### src/rtl/wb_stage_reg_pkg.sv
// Shared constants and types for the MEM->WB pipeline register.
// Holds the stall/write-enable encodings and the per-cycle action type.
package wb_stage_reg_pkg;

    localparam logic STOP          = 1'b1;
    localparam logic NO_STOP       = 1'b0;
    localparam logic WRITE_ENABLE  = 1'b1;
    localparam logic WRITE_DISABLE = 1'b0;
    localparam int   CNT_W         = 64;

    typedef enum logic [1:0] {
        ACT_CAPTURE,
        ACT_HOLD,
        ACT_BUBBLE,
        ACT_FLUSH
    } wb_act_e;

endpackage

### src/rtl/wb_lane_merge.sv
// Combinational lane merge: qualification, $zero masking, WAW clear,
// and youngest-wins selection of hi/lo and LLbit writes.
module wb_lane_merge
    import wb_stage_reg_pkg::*;
#(
    parameter int DATA_W = 32,
    parameter int ADDR_W = 5,
    parameter int LANES  = 2
) (
    input  logic [LANES-1:0]        valid,
    input  logic [LANES*ADDR_W-1:0] wd,
    input  logic [LANES-1:0]        wreg,
    input  logic [LANES*DATA_W-1:0] wdata,
    input  logic [LANES*DATA_W-1:0] hi,
    input  logic [LANES*DATA_W-1:0] lo,
    input  logic [LANES-1:0]        whilo,
    input  logic [LANES-1:0]        llbit_we,
    input  logic [LANES-1:0]        llbit_value,
    output logic [LANES-1:0]        valid_o,
    output logic [LANES*ADDR_W-1:0] wd_o,
    output logic [LANES-1:0]        wreg_o,
    output logic [LANES*DATA_W-1:0] wdata_o,
    output logic [DATA_W-1:0]       hi_o,
    output logic [DATA_W-1:0]       lo_o,
    output logic                    whilo_o,
    output logic                    llbit_we_o,
    output logic                    llbit_value_o
);

    logic [LANES-1:0] we;

    always_comb begin
        valid_o = '0;
        wd_o    = '0;
        wdata_o = '0;
        we      = '0;
        for (int i = 0; i < LANES; i++) begin
            valid_o[i] = valid[i];
            if (valid[i]) begin
                wd_o[i*ADDR_W +: ADDR_W]    = wd[i*ADDR_W +: ADDR_W];
                wdata_o[i*DATA_W +: DATA_W] = wdata[i*DATA_W +: DATA_W];
                we[i] = wreg[i] && (wd[i*ADDR_W +: ADDR_W] != '0);
            end
        end
    end

    // An older lane loses its GPR write to any younger lane hitting the same register.
    always_comb begin
        wreg_o = we;
        for (int i = 0; i < LANES; i++) begin
            for (int j = i + 1; j < LANES; j++) begin
                if (we[i] && we[j] &&
                    wd_o[i*ADDR_W +: ADDR_W] == wd_o[j*ADDR_W +: ADDR_W]) begin
                    wreg_o[i] = WRITE_DISABLE;
                end
            end
        end
    end

    always_comb begin
        hi_o          = '0;
        lo_o          = '0;
        whilo_o       = WRITE_DISABLE;
        llbit_we_o    = WRITE_DISABLE;
        llbit_value_o = 1'b0;
        for (int i = 0; i < LANES; i++) begin
            if (valid[i] && whilo[i]) begin
                hi_o    = hi[i*DATA_W +: DATA_W];
                lo_o    = lo[i*DATA_W +: DATA_W];
                whilo_o = WRITE_ENABLE;
            end
            if (valid[i] && llbit_we[i]) begin
                llbit_we_o    = WRITE_ENABLE;
                llbit_value_o = llbit_value[i];
            end
        end
    end

endmodule

### src/rtl/wb_stage_reg.sv
// MEM->WB pipeline register with stall/flush handling and lane merge.
// Define WB_RETIRE_CNT_EN to build the 64-bit retired-instruction counter.
module wb_stage_reg
    import wb_stage_reg_pkg::*;
#(
    parameter int DATA_W  = 32,
    parameter int ADDR_W  = 5,
    parameter int LANES   = 2,
    parameter int STALL_W = 6,
    parameter int STAGE   = 4
) (
    input  logic                    clk,
    input  logic                    rst,
    input  logic [STALL_W-1:0]      stall,
    input  logic                    flush,
    input  logic [LANES-1:0]        mem_valid,
    input  logic [LANES*ADDR_W-1:0] mem_wd,
    input  logic [LANES-1:0]        mem_wreg,
    input  logic [LANES*DATA_W-1:0] mem_wdata,
    input  logic [LANES*DATA_W-1:0] mem_hi,
    input  logic [LANES*DATA_W-1:0] mem_lo,
    input  logic [LANES-1:0]        mem_whilo,
    input  logic [LANES-1:0]        mem_llbit_we,
    input  logic [LANES-1:0]        mem_llbit_value,
    output logic [LANES-1:0]        wb_valid,
    output logic [LANES*ADDR_W-1:0] wb_wd,
    output logic [LANES-1:0]        wb_wreg,
    output logic [LANES*DATA_W-1:0] wb_wdata,
    output logic [DATA_W-1:0]       wb_hi,
    output logic [DATA_W-1:0]       wb_lo,
    output logic                    wb_whilo,
    output logic                    wb_llbit_we,
    output logic                    wb_llbit_value,
    output logic [CNT_W-1:0]        retire_cnt
);

    logic down_stall;
    logic unused_stall;
    wb_act_e act;

    assign unused_stall = ^stall;

    // The last stage has no downstream stage, so it can never be held.
    generate
        if (STAGE >= STALL_W - 1) begin : g_last
            assign down_stall = NO_STOP;
        end else begin : g_mid
            assign down_stall = stall[STAGE+1];
        end
    endgenerate

    always_comb begin
        act = ACT_HOLD;
        if (flush) begin
            act = ACT_FLUSH;
        end else if (stall[STAGE] == STOP && down_stall == NO_STOP) begin
            act = ACT_BUBBLE;
        end else if (stall[STAGE] == NO_STOP) begin
            act = ACT_CAPTURE;
        end
    end

    logic [LANES-1:0]        m_valid;
    logic [LANES*ADDR_W-1:0] m_wd;
    logic [LANES-1:0]        m_wreg;
    logic [LANES*DATA_W-1:0] m_wdata;
    logic [DATA_W-1:0]       m_hi;
    logic [DATA_W-1:0]       m_lo;
    logic                    m_whilo;
    logic                    m_llbit_we;
    logic                    m_llbit_value;

    wb_lane_merge #(
        .DATA_W (DATA_W),
        .ADDR_W (ADDR_W),
        .LANES  (LANES)
    ) u_merge (
        .valid         (mem_valid),
        .wd            (mem_wd),
        .wreg          (mem_wreg),
        .wdata         (mem_wdata),
        .hi            (mem_hi),
        .lo            (mem_lo),
        .whilo         (mem_whilo),
        .llbit_we      (mem_llbit_we),
        .llbit_value   (mem_llbit_value),
        .valid_o       (m_valid),
        .wd_o          (m_wd),
        .wreg_o        (m_wreg),
        .wdata_o       (m_wdata),
        .hi_o          (m_hi),
        .lo_o          (m_lo),
        .whilo_o       (m_whilo),
        .llbit_we_o    (m_llbit_we),
        .llbit_value_o (m_llbit_value)
    );

    logic [LANES-1:0]        valid_q, valid_d;
    logic [LANES*ADDR_W-1:0] wd_q, wd_d;
    logic [LANES-1:0]        wreg_q, wreg_d;
    logic [LANES*DATA_W-1:0] wdata_q, wdata_d;
    logic [DATA_W-1:0]       hi_q, hi_d;
    logic [DATA_W-1:0]       lo_q, lo_d;
    logic                    whilo_q, whilo_d;
    logic                    llbit_we_q, llbit_we_d;
    logic                    llbit_value_q, llbit_value_d;

    always_comb begin
        valid_d       = valid_q;
        wd_d          = wd_q;
        wreg_d        = wreg_q;
        wdata_d       = wdata_q;
        hi_d          = hi_q;
        lo_d          = lo_q;
        whilo_d       = whilo_q;
        llbit_we_d    = llbit_we_q;
        llbit_value_d = llbit_value_q;
        unique case (act)
            ACT_FLUSH, ACT_BUBBLE: begin
                valid_d       = '0;
                wd_d          = '0;
                wreg_d        = '0;
                wdata_d       = '0;
                hi_d          = '0;
                lo_d          = '0;
                whilo_d       = WRITE_DISABLE;
                llbit_we_d    = WRITE_DISABLE;
                llbit_value_d = 1'b0;
            end
            ACT_CAPTURE: begin
                valid_d       = m_valid;
                wd_d          = m_wd;
                wreg_d        = m_wreg;
                wdata_d       = m_wdata;
                hi_d          = m_hi;
                lo_d          = m_lo;
                whilo_d       = m_whilo;
                llbit_we_d    = m_llbit_we;
                llbit_value_d = m_llbit_value;
            end
            default: ;
        endcase
    end

    always_ff @(posedge clk) begin
        if (rst) begin
            valid_q       <= '0;
            wd_q          <= '0;
            wreg_q        <= '0;
            wdata_q       <= '0;
            hi_q          <= '0;
            lo_q          <= '0;
            whilo_q       <= WRITE_DISABLE;
            llbit_we_q    <= WRITE_DISABLE;
            llbit_value_q <= 1'b0;
        end else begin
            valid_q       <= valid_d;
            wd_q          <= wd_d;
            wreg_q        <= wreg_d;
            wdata_q       <= wdata_d;
            hi_q          <= hi_d;
            lo_q          <= lo_d;
            whilo_q       <= whilo_d;
            llbit_we_q    <= llbit_we_d;
            llbit_value_q <= llbit_value_d;
        end
    end

    assign wb_valid       = valid_q;
    assign wb_wd          = wd_q;
    assign wb_wreg        = wreg_q;
    assign wb_wdata       = wdata_q;
    assign wb_hi          = hi_q;
    assign wb_lo          = lo_q;
    assign wb_whilo       = whilo_q;
    assign wb_llbit_we    = llbit_we_q;
    assign wb_llbit_value = llbit_value_q;

`ifdef WB_RETIRE_CNT_EN
    logic [CNT_W-1:0] cnt_q, cnt_d, valid_pop;

    always_comb begin
        valid_pop = '0;
        for (int i = 0; i < LANES; i++) begin
            valid_pop = valid_pop + CNT_W'(mem_valid[i]);
        end
        cnt_d = cnt_q;
        if (act == ACT_CAPTURE) begin
            cnt_d = cnt_q + valid_pop;
        end
    end

    always_ff @(posedge clk) begin
        if (rst) begin
            cnt_q <= '0;
        end else begin
            cnt_q <= cnt_d;
        end
    end

    assign retire_cnt = cnt_q;
`else
    assign retire_cnt = '0;
`endif

endmodule

### config.mk
export PLATFORM = sky130hd
export DESIGN_NAME = wb_stage_reg
export DESIGN_NICKNAME = d
export VERILOG_FILES = /design/src/rtl/wb_stage_reg_pkg.sv /design/src/rtl/wb_lane_merge.sv /design/src/rtl/wb_stage_reg.sv
export SDC_FILE = /design/constraint.sdc
export NUM_CORES = 1
export LEC_CHECK = 0
export BUFFER_PORTS_ARGS = -buffer_cell sky130_fd_sc_hd__buf_2
export CORE_AREA = 2 2 165 167
export DETAILED_ROUTE_END_ITERATION = 10
export DIE_AREA = 0 0 167 169
export GPL_ROUTABILITY_DRIVEN = 0
export SETUP_SLACK_MARGIN = 0.3
export SLEW_MARGIN = 30
export SYNTH_ARGS = -nofsm -noshare
export SYNTH_HDL_FRONTEND = slang
export SYNTH_SLANG_ARGS = --single-unit
### constraint.sdc
create_clock -name clk -period 1.8 [get_ports clk]
set_input_delay 0.18 -clock clk [delete_from_list [all_inputs] [get_ports clk]]
set_output_delay 0.18 -clock clk [all_outputs]
set_load 0.02 [all_outputs]
* Word-level counts from Yosys, hierarchy flattened
Index checks and enable logic that the tools add are counted.
Storage, ports and cells: bits in registers 145, input port bits 221, output and inout port bits 209
Operators by class: equal/unequal tests 3, mux-type cells 29, bitwise gates (word level) 1, reduce and logical (&&, ||, !) cells 14
Operators with widths (number):
- 32-bit 2-to-1 mux | 6
- 32-bit case mux with 2 select lines | 2
- 64-bit case mux with 2 select lines | 1
- 10-bit case mux with 2 select lines | 1
- 1-bit 2-to-1 mux | 10
- 5-bit 2-to-1 mux | 2
- 5-bit nonzero test | 2
- 1-bit logical AND | 9
- 2-bit case mux with 2 select lines | 2
- 1-bit case mux with 2 select lines | 3
- 5-bit equality test | 1
- 2-bit equality test, second input constant | 2
- 2-bit 2-to-1 mux | 2
- 2-bit zero test | 1
- 2-bit nonzero test | 1
- 2-bit OR reduction | 1
- 1-bit NOT | 1

* Longest topological paths before layout
Gate-level depths: netlist of run 1.
depth in word-level cells 7, gate-level depth with buffers 7, depth with buffers taken out 4

* By module
From an unflattened synthesis of run 1, not the netlist that was laid out.
Second synthesis, totals: cell total of the unflattened synthesis 893, area, all modules 7566.0 um^2
By module, submodules not included:
- wb_stage_reg | instances 1, cells each 710, area each 6279.8 um^2
- wb_lane_merge | instances 1, cells each 183, area each 1286.2 um^2

* Worst setup path after synthesis of run 1
Ideal clock, no wire load.
path type in2reg, start point in mem_whilo[1], end point reg hi_q[10], in the netlist wb_hi[10], setup time 0.128 ns, arrival 1.200 ns, data required time 1.672 ns, setup slack 0.472 ns, stages 7, path buffers 3, path through buf_6 and2_4 buf_12 buf_12 mux2_4 a22oi_2 nor2_1
On the way: word-level cells in the longest chain between the ends 3
Ends and longest elaborated chain:
- start, declared | RTL line wb_stage_reg.sv:22 | input logic [LANES-1:0] mem_whilo,
- 1-bit logical AND | RTL line wb_lane_merge.sv:67 | if (valid[i] && whilo[i]) begin
- 32-bit 2-to-1 mux | RTL line wb_lane_merge.sv:67
- 32-bit case mux with 2 select lines | RTL line wb_stage_reg.sv:118 | unique case (act)
- end signal, assigned | RTL line wb_stage_reg.sv:161 | hi_q <= hi_d;
- end, declared | RTL line wb_stage_reg.sv:102 | logic [DATA_W-1:0] hi_q, hi_d;
Every way passes these cells. A chain may end at the register's enable or synchronous reset.

* Worst setup path in the final report of run 1
start point reg hi_q[1], in the netlist wb_hi[1], end point out wb_hi[1]
RTL lines:
- end, declared | RTL line wb_stage_reg.sv:29 | output logic [DATA_W-1:0] wb_hi,
No word-level cell between the ends.

==> impl_metrics.py, run 1 <==
metrics = {
    "power_and_ir_drop": {
        "seq_power_share": 0.403,
        "power_mw": 8.21,
        "p_comb_frac": 0.147,
        "p_per_area_nw_per_um2": 842,
        "switching_share": 0.265,
        "ir_drop_mv": 0.388,
        "p_int_mw": 6.03,
        "p_clk_frac": 0.450,
        "p_sw_mw": 2.18,
        "leakage_nw": 4.60,
    },
    "synth": {
        "synth_area_per_cell_um2": 10.2,
        "syn_area_um2": 6850,
        "ys.flop_type": "dfxtp_1",
        "ys_top_cells_by_count": "dfxtp_1 (145), nor2_1 (144), a22oi_1 (89), buf_4 (72)",
        "yosysUniqueCellTypes": 33,
        "yosysTopAreaCell": "dfxtp_1",
        "synth_edf_count": 0,
        "yosysSeqAreaShare": 0.424,
        "synth_top_area_share": 0.424,
        "synth_async_sr_flop_share": 0,
        "synth-seq-cells": 145,
        "yosysWarnings": 0,
        "synthTopCellsByArea": "dfxtp_1 (42%), mux2_4 (11%), a22oi_1 (9.8%), a22oi_2 (9.5%), buf_4 (7.9%)",
        "yosysMostFrequentCell": "dfxtp_1",
        "syn_inst": 672,
    },
    "sta": {
        "setup_viol": 0,
        "finalMaxSlewViolations": 0,
        "hold_viol": 0,
        "fin_hold_ws_ns": 0.0198,
        "clock_skew_ns": 0,
        "period_needed_ns": 1.18,
        "fin_crit_sh": 0.657,
        "tns_ns": 0,
        "fmax_mhz": 846,
        "rsz0062_at_grt": "false",
    },
    "floorplan": {
        "core_um2": 26500,
        "dieArea_um2": 28200,
        "io_pins": 430,
        "start_util": 0.258,
        "fp-row-count": 60,
        "die_w_um": 167,
        "die_y_um": 169,
    },
    "global_route": {
        "grt_overflow_total": 0,
        "grt_first_pass_wirelength_um": 31800,
        "antenna_found_initial": 0,
        "track_usage": 0.145,
        "grt_pass1_vias": 5815,
        "grt_max_degree": 72,
    },
    "setup_path": {
        "critPathKind": "reg -> out",
        "crit_buf_inv": 1,
        "worstPathCellList": "buf_2",
        "critPathTopFamily": "flip-flops",
        "slowest_stage": "dfxtp_1",
        "start_kind": "flop",
        "slowest_delay_ns": 0.40,
        "path_max_fanout": 2,
        "cp.arrival_ns": 1.00,
        "worstPathRequired_ns": 1.62,
        "worstSetupEndpointType": "primary output",
    },
    "status": {
        "outcome": "finished, final reports clean",
    },
    "job": {
        "drv_cap": 0,
    },
    "cells_and_area": {
        "area_growth_pct": 42.5,
        "seq_area_um2": 2900,
        "drive_gt1_frac": 0.507,
        "fin_area_um2": 9750,
        "diodes": 0,
        "n_fill_cell": 2684,
        "multi_input_area_um2": 3320,
        "fin_nets": 1278,
    },
    "clock_network": {
        "numCtsBuffers": 17,
        "cts_root_buffer": "clkbuf_16",
        "clock-sinks": 145,
        "clk_pin_slew_worst_paths_ns": 0.07,
        "cts_buffer_depth": 2,
        "cts_setup_buffers": 0,
        "cts_max_level": 4,
        "cts_tree": "built",
        "insertion_delay_ns": 0.40,
    },
    "route": {
        "via_count": 6180,
        "post_drt_wl_per_cell_um": 15.2,
        "drc": 0,
        "routed_wl_um": 21400,
        "final_antenna_net_count": 0,
        "dr.pass1.iters": 4,
        "first_iter_violations": 211,
        "vias_per_cell": 4.38,
    },
    "place": {
        "dpl.hpwl_um": 16200,
        "placed_area_um2": 8880,
        "io_buffers": 361,
    },
    "min_path": {
        "worst_hold_path_type": "in -> reg",
    },
}
final timing paths:
| path | from | to | slack (ns) | cells after the start |
|---|---|---|---|---|
| setup / recovery | wb_hi[1] | wb_hi[1] | 0.62 | 1 |
| hold / removal | mem_wdata[21] | wb_wdata[21] | 0.02 | 3 |
| setup reg to reg | wb_wreg[0] | wb_wreg[0] | 0.91 | 3 |
| hold reg to reg | wb_wreg[1] | wb_wreg[1] | 0.46 | 2 |
power by group through the flow:
| stage | Combinational [mW] | Sequential [mW] | Clock, mW |
|---|---|---|---|
| 5_1_grt | 1.31 | 3.31 | 3.98 |
| 2_1_floorplan | 0.741 | 3.45 | 0 |
| 3_3_place_gp | 1.16 | 3.38 | 0 |
| 4_1_cts | 1.22 | 3.31 | 3.83 |
| 3_5_place_dp | 1.17 | 3.38 | 0 |
| 6_report | 1.21 | 3.31 | 3.69 |
cells in the final DEF (no fill, tap or decap), types with 2 or more instances in the layout:
| master | count |
|---|---|
| bufinv_16 | 3 |
| buf_2 | 360 |
| nand3_1 | 18 |
| or4_1 | 2 |
| nor2_1 | 144 |
| mux2_2 | 5 |
| clkinv_4 | 3 |
| a22oi_1 | 89 |
| clkbuf_16 | 17 |
| o211ai_1 | 2 |
| o21ai_0 | 10 |
| buf_12 | 11 |
| buf_4 | 27 |
| clkinvlp_4 | 3 |
| a21oi_1 | 6 |
| clkbuf_1 | 2 |
| inv_6 | 4 |
| mux2_4 | 52 |
| conb_1 | 64 |
| a21boi_0 | 2 |
| xor2_1 | 2 |
| dlygate4sd3_1 | 27 |
| a22oi_2 | 52 |
| dfxtp_1 | 145 |
| nand2_1 | 6 |
final cells by class:
cell class / count / share of cell area
clock buffer: 19 / 0.0444
clock inverter: 13 / 0.0178
tap: 341 / 0.0437
sequential: 145 / 0.298
timing repair buffer: 425 / 0.256
multi-input combinational: 468 / 0.341
stage by stage:
stage / util / setup WS [ns] / instances
after global routing: 0.368 / 0.563 / 1411
after CTS: 0.368 / 0.576 / 1410
after global placement: 0.335 / 0.223 / 1352
after floorplan: - / 0.472 / 735
after detailed placement: 0.335 / 0.218 / 1352
final: 0.368 / 0.618 / 1411
kinds of logic after synthesis:
group                  count (synthesis)  share of synthesized area
flip-flops                           145                      0.424
multiplexers                          57                      0.122
AO/OA/AOI/OAI                        165                      0.214
AND/OR/NAND/NOR                      180                      0.109
XOR/XNOR                               2                    0.00256
buffers and inverters                122                      0.128
other                                  1                   0.000548
per-layer routing:
metal / vias up / wire length (µm) / GRT usage
li1: 3026 / - / -
met1: 2870 / 8920 / 0.169
met2: 272 / 10800 / 0.259
met3: 12 / 1410 / 0.0374
met4: 0 / 297 / 0.0424
met5: - / 0 / 0
repair_timing:
item	4_1_cts	5_1_grt
gates resized for setup	0	0
hold buffers	26	1
hold endpoints to repair	26	1
registers in the layout, indices dropped and copies added, names as in the netlist:
signal          flops
wb_whilo            1
wb_wd              10
wb_wreg             2
wb_lo              32
wb_hi              32
wb_llbit_we         1
wb_wdata           64
wb_llbit_value      1
wb_valid            2
(Power assumes the default switching activity.)
==> run 2, diff against run 1 <==
Settings changed: CORE_AREA 2 2 165 167 to 2 2 166 168, DIE_AREA 0 0 167 169 to 0 0 168 170.
Clock period 1.8 ns to 0.96 ns, I/O delays scaled along.
==> run 2 against run 1 <==
- the run now ends with setup timing left
- sequential power grew 89%
- via count is 20% higher
- hold slack got worse by 0.018 ns
- final cell count is 18% higher
- largest cell class is now buffers
- largest power group unchanged
==> impl_metrics.py, run 2 (synthesized netlist as in run 1, its figures left out) <==
metrics = {
    "route": {
        "first_iter_violations": 249,
        "post_drt_wl_per_cell_um": 17.6,
        "vias_per_cell": 4.48,
        "via_count": 7441,
        "routed_wl_um": 29300,
        "final_antenna_net_count": 0,
        "drc": 0,
        "dr.pass1.iters": 4,
    },
    "cells_and_area": {
        "area_growth_pct": 110,
        "fin_nets": 1526,
        "drive_gt1_frac": 0.761,
        "multi_input_area_um2": 3900,
        "mostFrequentLayoutCells": "buf_2 (209), buf_6 (198), nor2_1 (142), dfxtp_2 (141), buf_4 (137)",
        "final_common_cell": "buf_2",
        "largest_reg_flops": 64,
        "n_fill_cell": 2152,
        "seq_area_um2": 3090,
        "fin_area_um2": 14400,
    },
    "global_route": {
        "grt_overflow_total": 0,
        "grt_pass1_vias": 7359,
        "grt_max_degree": 37,
        "antenna_found_initial": 3,
        "track_usage": 0.183,
        "grt_first_pass_wirelength_um": 40500,
    },
    "floorplan": {
        "die_y_um": 170,
        "start_util": 0.257,
        "dieArea_um2": 28600,
        "fp-row-count": 60,
        "io_pins": 430,
        "die_w_um": 168,
        "core_um2": 26700,
    },
    "power_and_ir_drop": {
        "p_per_area_nw_per_um2": 1160,
        "ir_drop_mv": 0.826,
        "switching_share": 0.265,
        "power_mw": 16.7,
        "seq_power_share": 0.373,
        "p_sw_mw": 4.44,
        "p_clk_frac": 0.408,
        "p_comb_frac": 0.219,
        "p_int_mw": 12.3,
        "leakage_nw": 6.38,
    },
    "sta": {
        "tns_ns": -0.953,
        "finalMaxSlewViolations": 0,
        "rsz0062_at_grt": "true",
        "final.setup.worst_slack_ns": -0.0466,
        "fmax_mhz": 993,
        "clock_skew_ns": 0,
        "period_needed_ns": 1.01,
        "setup_viol": 87,
        "hold_viol": 0,
        "fin_crit_sh": 1.05,
    },
    "clock_network": {
        "cts_max_level": 4,
        "numCtsBuffers": 17,
        "holdBufCountCts": 64,
        "clock-sinks": 145,
        "insertion_delay_ns": 0.42,
        "cts_tree": "built",
        "clk_pin_slew_worst_paths_ns": 0.07,
        "cts_root_buffer": "clkbuf_16",
        "cts_buffer_depth": 2,
    },
    "min_path": {
        "worst_hold_path_type": "in -> reg",
        "whs_path_depth": 3,
        "min_from": "mem_wd[7]",
        "hold_path_end": "wb_wd[7]",
    },
    "setup_path": {
        "crit_buf_inv": 1,
        "worstPathCellList": "buf_6",
        "timing.rr.end": "wb_wdata[33]",
        "critPathKind": "reg -> out",
        "r2r-start": "wb_wdata[33]",
        "path_max_fanout": 2,
        "slowest_stage": "dfxtp_2",
        "critPathTopFamily": "flip-flops",
        "worstSetupEndpointType": "primary output",
        "cp_num_cells": 1,
        "cp.arrival_ns": 0.91,
        "worstPathRequired_ns": 0.86,
        "reg2reg_depth": 4,
        "r2r_slack_ns": 0.03,
        "start_kind": "flop",
        "slowest_delay_ns": 0.37,
    },
    "place": {
        "dpl.hpwl_um": 16600,
        "placed_area_um2": 9460,
        "io_buffers": 361,
    },
    "status": {
        "violations": "setup timing",
        "outcome": "complete, but fails checks",
    },
    "job": {
        "drv_cap": 0,
    },
}
-- run 2: changes by cell type in the layout (fill, tap and decap cells not counted), moves of 8 or more --
| cell | before | now |
|---|---|---|
| dfxtp_2 | 0 | 141 |
| buf_6 | 0 | 198 |
| buf_12 | 11 | 30 |
| buf_16 | 0 | 21 |
| a22oi_1 | 89 | 5 |
| buf_2 | 360 | 209 |
| dlygate4sd3_1 | 27 | 64 |
| o21ai_0 | 10 | 2 |
| buf_4 | 27 | 137 |
| buf_8 | 0 | 9 |
| a22oi_2 | 52 | 136 |
| dfxtp_1 | 145 | 0 |
-- run 2: power by group through the flow --
stage / clock network [mW] / registers, mW / logic, mW
after floorplan: 0 / 6.48 / 1.50
after global routing: 7.27 / 6.25 / 3.86
after detailed placement: 0 / 6.34 / 2.42
after global placement: 0 / 6.34 / 2.41
after CTS: 7.07 / 6.24 / 3.36
final: 6.82 / 6.25 / 3.66
-- run 2: how the worst max path moves through the flow --
stage,end,from,slack (ns)
after floorplan,wb_hi[10],mem_whilo[1],-0.24
after global placement,wb_hi[25],mem_valid[1],-0.42
after detailed placement,wb_hi[29],mem_valid[1],-0.44
after CTS,wb_lo[24],wb_lo[24],-0.06
after global routing,wb_wreg[1],wb_wreg[1],-0.08
final,wb_lo[24],wb_lo[24],-0.05
-- run 2: worst min-delay path: stages --
cell and delay, ns:
buf_4 0.12, a22oi_2 0.06, nor2_1 0.08
-- run 2: area by class of cell --
class,count,area share
Antenna cell,3,0.000521
Sequential cell,145,0.215
Clock buffer,20,0.0303
Clock inverter,12,0.0109
Multi-Input combinational cell,468,0.271
Tap cell,341,0.0296
Timing Repair Buffer,673,0.443
-- run 2: metrics by stage --
step	std cells	hold slack (ns)	setup slack (ns)	utilization
after global placement	1386	0.328	-0.417	0.355
after global routing	1662	-0.0137	-0.0820	0.541
after detailed placement	1386	0.336	-0.442	0.355
after floorplan	735	0.231	-0.237	-
final	1662	0.00140	-0.0466	0.541
after CTS	1608	0.00104	-0.0613	0.508
-- run 2: layer usage --
metal  wire [µm]  GRT usage
met1       10900      0.195
met2       15700      0.351
met3        1860     0.0453
met4         810     0.0665
met5           0          0
-- run 2: repair_timing --
action	CTS	global route
buffers inserted	108	46
cloned	18	5
hold endpoints to repair	64	1
setup endpoints to repair	289	290
pin swaps	43	108
gates resized for setup	531	90
